### config.mk
export PLATFORM = sky130hd
export DESIGN_NAME = riscv_id_ex_stage
export DESIGN_NICKNAME = d
export VERILOG_FILES = /design/src/rtl/riscv_id_ex_stage.sv
export SDC_FILE = /design/constraint.sdc
export NUM_CORES = 1
export LEC_CHECK = 0
export ABC_AREA = 1
export CORE_ASPECT_RATIO = 0.75
export CORE_MARGIN = 10
export CORE_UTILIZATION = 39
export DETAILED_ROUTE_END_ITERATION = 6
export PLACE_DENSITY_LB_ADDON = 0.05
export SLEW_MARGIN = 10
export SYNTH_ARGS = -nofsm -noshare
export SYNTH_HDL_FRONTEND = slang
export SYNTH_SLANG_ARGS = --single-unit
### constraint.sdc
create_clock -name clk -period 1.5 [get_ports clk]
set_clock_uncertainty 0.05 [all_clocks]
set_input_delay 0.3 -clock clk [delete_from_list [all_inputs] [get_ports clk]]
set_output_delay 0.3 -clock clk [all_outputs]
set_load 0.005 [all_outputs]
### src/rtl/riscv_id_ex_stage.sv
// rtl/riscv_id_ex_stage.sv - ID/EX pipeline register with load-use stall and EX operand select
module riscv_id_ex_stage #(
    parameter int XLEN    = 32,
    parameter int ALUOP_W = 4
) (
    input  logic               clk,
    input  logic               rst_n,
    input  logic               id_valid,
    input  logic [XLEN-1:0]    id_pc,
    input  logic [4:0]         id_rs1,
    input  logic [4:0]         id_rs2,
    input  logic [4:0]         id_rd,
    input  logic [XLEN-1:0]    id_rs1_data,
    input  logic [XLEN-1:0]    id_rs2_data,
    input  logic [XLEN-1:0]    id_imm,
    input  logic [ALUOP_W-1:0] id_alu_op,
    input  logic               id_alu_src,
    input  logic               id_mem_read,
    input  logic               id_mem_write,
    input  logic               id_reg_write,
    input  logic               id_mem_to_reg,
    input  logic               flush,
    input  logic [1:0]         forwardA,
    input  logic [1:0]         forwardB,
    input  logic [XLEN-1:0]    wb_result,
    output logic               stall,
    output logic               ex_valid,
    output logic [XLEN-1:0]    ex_pc,
    output logic [4:0]         ex_rs1,
    output logic [4:0]         ex_rs2,
    output logic [4:0]         ex_rd,
    output logic [XLEN-1:0]    ex_op_a,
    output logic [XLEN-1:0]    ex_op_b,
    output logic [XLEN-1:0]    ex_store_data,
    output logic [ALUOP_W-1:0] ex_alu_op,
    output logic               ex_mem_read,
    output logic               ex_mem_write,
    output logic               ex_reg_write,
    output logic               ex_mem_to_reg
);

    localparam logic [1:0] FWD_WB = 2'b10;

    logic [XLEN-1:0] rs1_data_q;
    logic [XLEN-1:0] rs2_data_q;
    logic [XLEN-1:0] imm_q;
    logic            alu_src_q;
    logic            kill;
    logic            take;
    logic [XLEN-1:0] fwd_a;
    logic [XLEN-1:0] fwd_b;

    // A load in EX whose destination is read by ID cannot forward in time; rs fields
    // are compared even if unused, which can only add harmless extra stalls.
    assign stall = id_valid & ex_valid & ex_mem_read & (ex_rd != 5'd0) &
                   ((ex_rd == id_rs1) | (ex_rd == id_rs2));

    // Flush and stall both turn the ID slot into a bubble; ID is re-presented after a stall.
    assign kill = flush | stall;
    assign take = id_valid & ~kill;

    always_ff @(posedge clk or negedge rst_n) begin
        if (!rst_n) begin
            ex_valid      <= 1'b0;
            ex_pc         <= '0;
            ex_rs1        <= '0;
            ex_rs2        <= '0;
            ex_rd         <= '0;
            rs1_data_q    <= '0;
            rs2_data_q    <= '0;
            imm_q         <= '0;
            ex_alu_op     <= '0;
            alu_src_q     <= 1'b0;
            ex_mem_read   <= 1'b0;
            ex_mem_write  <= 1'b0;
            ex_reg_write  <= 1'b0;
            ex_mem_to_reg <= 1'b0;
        end else begin
            ex_valid      <= take;
            ex_mem_read   <= take & id_mem_read;
            ex_mem_write  <= take & id_mem_write;
            ex_reg_write  <= take & id_reg_write;
            ex_mem_to_reg <= take & id_mem_to_reg;
            ex_pc         <= kill ? '0 : id_pc;
            ex_rs1        <= kill ? '0 : id_rs1;
            ex_rs2        <= kill ? '0 : id_rs2;
            ex_rd         <= kill ? '0 : id_rd;
            rs1_data_q    <= kill ? '0 : id_rs1_data;
            rs2_data_q    <= kill ? '0 : id_rs2_data;
            imm_q         <= kill ? '0 : id_imm;
            ex_alu_op     <= kill ? '0 : id_alu_op;
            alu_src_q     <= kill ? 1'b0 : id_alu_src;
        end
    end

    // Only the WB path is selectable here; other codes fall back to register data.
    assign fwd_a = (forwardA == FWD_WB) ? wb_result : rs1_data_q;
    assign fwd_b = (forwardB == FWD_WB) ? wb_result : rs2_data_q;

    assign ex_op_a       = fwd_a;
    assign ex_op_b       = alu_src_q ? imm_q : fwd_b;
    assign ex_store_data = fwd_b;

endmodule

==> run summary <==
Uppermost layer routed = met5
Met3 Wirelength = 3310 µm
Post-Route WL = 30600 µm
Clock root cell = clkbuf_16
Crit start category = flip-flop
DR pass1 iterations = 5
Worst hold path type = input pin to flip-flop
Vias in the first global route = 7352
Skew-Pair Late Insertion Delay = 0.44 ns
Mapped Cells = 802
Crit-path max FO = 7
Number of DRC markers in iteration 0 = 426
Syn avg cell area = 8.02 µm²
Placer Congestion = 0.865
Io pins = 345
Worst Max-Slew Pin Slew = 0.468 ns
Residual DRC count = 0
Final Worst Setup Slack = -0.406 ns
Violated checks = negative setup slack
Final instance area = 13300 µm²
Period utilization = 127%
CP Class = flip-flop to flip-flop
Leakage = 0.00737 µW
Final Hold Vio Count = 0
Tot Pwr = 11600 µW
WP data required = 1.81 ns
CTS Buf Count = 17
Final core occ = 82.6%
Antenna-violating nets left = 0
Critical Path End Type = flip-flop
Max-Cap Viols = 0
PortBufs = 344
Max-slew headroom = 68.8%
FF-to-FF setup slack = -0.41 ns
Initial antenna violation count = 7
Power Dens Cells = 875 nW/µm²
Clock transition at path regs = 0.06 ns
Synth-to-Final Area Change = 107%
Synth cell types = 15
Synthesized flop and latch total = 153
Met1 WL = 10600 µm
First-pass GRT wire length = 43800 µm
Max Buffers Root-to-Sink = 2
GR Overflow Total = 0
Pre-CTS setup slack = -1.08 ns
Synth Warn # = 0
Cell Rows = 40
Layout cells sized above 1 = 36.3%
Fin. max-slew vios = 0
Setup Viol. Count Final = 263
Register area = 3830 µm²
Clock Sinks = 153
Core Area = 16100 µm²
Max frequency = 525 MHz
Detailed-route wire length per cell = 20.4 µm
Metal2 WL = 15500 µm
H-tree levels = 4
Largest net degree at the start of global routing = 43
Status = finished, violations left
Chip height = 131 µm
NumNets Final = 1468
Initial Util = 39.9%
Multi-input gate area = 2490 µm²
# placed instances = 1379
Gr usage total = 26.2%
DP HPWL = 18300 µm
Full die area = 22100 µm²
Worst VDD drop = 923 µV
CTS tree = yes
Non-Filler Instances = 1503
Syn Nets = 994
FILL cells = 973
RSZ-0062 raised after global routing = true
Placed Area = 10500 µm²
Post-DR vias/cell = 4.62
Seq/Total Area, Yosys = 59.5%
Die width = 168 µm
Synth Cell Area = 6430 µm²
CP arrival = 2.22 ns
Via count = 6945
Period minus WS final = 1.91 ns
-- final cells by class --
cell class / count / area share (%)
repair buffers: 489 / 40.2
flip-flops and latches: 153 / 28.8
multi-input cells: 418 / 18.7
inverters: 197 / 5.65
clock buffers: 18 / 3.30
well taps: 210 / 1.97
clock inverters: 14 / 1.30
diodes: 4 / 0.0752
-- through the flow --
stage	hold slack [ns]	TNS (ns)
after detailed placement	0.211	-157.03
final	0.315	-52.94
after floorplan	-0.0456	0
after global placement	0.216	-156.80
after global routing	0.318	-74.54
after CTS	0.313	-58.75
-- cells by family after synthesis --
logic type	share of synthesized area, %
buffers and inverters	14.6
flip-flops	59.5
AND/OR/NAND/NOR	20.7
XOR/XNOR	0.272
AO/OA/AOI/OAI	4.98
-- final timing paths --
check,cells after the start,to,start
max,13,rs2_data_q[14],ex_rd[0]
min,3,ex_rd[0],id_rd[0]
max reg2reg,13,rs2_data_q[14],ex_rd[0]
min reg2reg,6,ex_mem_read,ex_mem_read
max in group asynchronous,3,rs1_data_q[5],rst_n
min in group asynchronous,2,ex_rs1[4],rst_n
-- routing by layer --
metal  up-vias  global-route usage [%]
li1       3257                       -
met1      3273                    26.8
met4         6                    11.8
met3        83                    12.0
met2       326                    44.9
met5         -                       0
-- worst max-delay path, cell delays in order, from the launching register on --
cell	delay, ns
dfrtp_2	0.45
nand2_1	0.07
inv_1	0.05
nor2_2	0.07
nor2_1	0.04
nand3_1	0.07
nand2_1	0.07
nand2_2	0.09
buf_4	0.19
nand2_8	0.11
buf_12	0.18
buf_12	0.12
buf_16	0.14
nor2_2	0.10
-- report_power, final --
part | internal (µW) | switching, µW | total [µW]
sequential | 4340 | 100 | 4440
combinational | 1580 | 1160 | 2740
clock | 2660 | 1810 | 4480
total | 8580 | 3070 | 11600
-- what timing repair did --
item / in CTS / in global routing
endpoints found under the setup margin: 301 / 292
hold endpoints to repair: 34 / 0
pin swaps: 58 / 40
cloned: 27 / 3
hold buffers: 1 / 0
buffers inserted: 52 / 17
gates resized for setup: 755 / 128
-- cells in the final DEF (no fill, tap or decap), types with 23 or more instances in the layout --
cell type / Yosys / final
buf_12: 0 / 28
buf_16: 0 / 24
buf_2: 2 / 70
buf_4: 11 / 50
buf_6: 3 / 64
clkdlybuf4s50_1: 0 / 205
dfrtp_1: 153 / 150
inv_1: 195 / 180
nand2_1: 186 / 83
nand2_2: 1 / 64
nand2_4: 0 / 38
nor2_1: 159 / 135
nor2_2: 0 / 23
o21ai_1: 0 / 23
o21ai_2: 0 / 23
-- synth_stat cells --
cell type | count | area (µm²)
buf_1 | 3 | 11.3
buf_2 | 2 | 10.0
buf_4 | 11 | 82.6
buf_6 | 3 | 33.8
clkbuf_1 | 16 | 60.1
dfrtp_1 | 153 | 3830
inv_1 | 195 | 732
inv_2 | 2 | 7.51
nand2_1 | 186 | 698
nand2_2 | 1 | 6.26
nand3_1 | 3 | 15.0
nand4_1 | 2 | 12.5
nor2_1 | 159 | 597
o21ai_0 | 64 | 320
xnor2_1 | 2 | 17.5
No activity file was read; power rests on OpenSTA's default activity.
==> patch (config.mk and constraints unchanged) <==
Set the parameter `ALUOP_W` to 3 (it was 4).
--- a/src/rtl/riscv_id_ex_stage.sv
+++ b/src/rtl/riscv_id_ex_stage.sv
@@ -2,5 +2,5 @@
 module riscv_id_ex_stage #(
     parameter int XLEN    = 32,
-    parameter int ALUOP_W = 4
+    parameter int ALUOP_W = 3
 ) (
     input  logic               clk,
Interface: changed (resized ex_alu_op and id_alu_op); port bits go from 345 to 343. No check against the original RTL was run, so the function may have changed too.
==> patch against the unedited design <==
- the flow still finishes with violations (negative setup slack)
- setup slack worse by 0.038 ns
- fmax is 2.0% lower
- area after synthesis is 0.14% higher
- power is 6.1% higher
- sequential cell count is 1 lower
- wire length is 4.9% higher
- synthesized cell count is 0.37% lower
- cell area is 4.8% higher
- critical path type is now register to primary output
- largest power group unchanged
==> patch: results <==
export IMPL_globalplace_congestion=0.8453
export IMPL_io_buffers=342
export IMPL_syn_nets=990
export IMPL_dpl_hpwl_mm=18.16
export IMPL_met2RoutedLength_mm=16.35
export IMPL_violations="negative setup slack"
export IMPL_nets=1450
export IMPL_synth_main_ff_cell="dfrtp_1"
export IMPL_multi_input_area_um2=3018
export IMPL_ys_seq_area_frac=0.5905
export IMPL_peakVddDrop_uv=856.1
export IMPL_grt_pass1_wl_mm=41.81
export IMPL_critPathMaxFanout=5
export IMPL_grtUsageMet2=0.4125
export IMPL_fin_setup_tns_ns=-50.97
export IMPL_wl_mm=32.12
export IMPL_dp_cells=1385
export IMPL_wl_met1_mm=11.95
export IMPL_muxShareOfSynthArea=0
export IMPL_fin_ws_ns=-0.4443
export IMPL_arrival_ns=1.59
export IMPL_ys_async_sr_fraction=1.000
export IMPL_synth_cell_type_count=13
export IMPL_route_met3_wl_mm=2.956
export IMPL_use_met1=0.2777
export IMPL_startpoint="ex_rd[1]"
export IMPL_grt_usage=0.2456
export IMPL_synthXorXnorAreaFrac=0.002720
export IMPL_htreeDepth=4
export IMPL_synth_warnings=0
export IMPL_synth_compound_area_frac=0.04973
export IMPL_tightest_slew_ns=0.6007
export IMPL_syn_area_per_cell_um2=8.062
export IMPL_fill_cells=804
export IMPL_top_layer="met4"
export IMPL_antenna_found_initial=2
export IMPL_firstDrtPassIters=4
export IMPL_drive_gt1_frac=0.3965
export IMPL_grt_start_max_net_pins=36
export IMPL_synth_area_leaders="dfrtp_1, inv_1, nand2_1"
export IMPL_hold_path_class="input port to asynchronous set/reset pin"
export IMPL_setup_viol=218
export IMPL_status="finished with violations"
export IMPL_pre_cts_slack_ns=-0.9555
-- patch: area by class of cell --
type,instances,area share
timing repair buffer,474,0.3896
sequential,152,0.2730
multi-input combinational,418,0.2164
inverter,196,0.05347
clock buffer,19,0.03248
tap,210,0.01884
clock inverter,12,0.01588
antenna,2,0.0003588
-- patch: cells by family (layout without fill, tap and decap cells) --
group / count (synthesis) / after routing
AO/OA/AOI/OAI: 64 / 64
XOR/XNOR: 2 / 2
buffers and inverters: 231 / 701
flip-flops: 152 / 152
other: 0 / 2
AND/OR/NAND/NOR: 350 / 352
-- patch: path summary, 6_finish.rpt --
kind | end | cells past startpoint | slack (ns)
hold / removal | ex_rs2[2] | 2 | 0.29
min in group clk | ex_pc[13] | 3 | 0.33
max in group asynchronous | imm_q[26] | 3 | 0.54
setup reg to reg | imm_q[12] | 11 | -0.36
hold reg to reg | ex_mem_write | 6 | 0.90
setup / recovery | stall | 8 | -0.44
-- patch: power by group --
part | switching, W | total (W) | internal, W | leakage (nW)
clock | 0.00178 | 0.00498 | 0.00320 | 0.321
combinational | 0.00132 | 0.00298 | 0.00166 | 5.46
sequential | 0.0000939 | 0.00440 | 0.00431 | 1.96
total | 0.00320 | 0.0124 | 0.00916 | 7.74
-- patch: critical path: stages (launching register included) --
cell,delay (ns)
dfrtp_2,0.44
buf_6,0.13
nor2_2,0.07
nand4_1,0.13
nand4_1,0.11
inv_1,0.06
nand2_2,0.08
inv_1,0.04
buf_2,0.12
-- patch: repair_timing --
action	in CTS	in global routing
setup endpoints to repair	300	288
hold buffers	1	0
pin swaps	39	62
buffers inserted	18	15
hold endpoints to repair	26	0
gates resized for setup	689	373
gates cloned	21	19
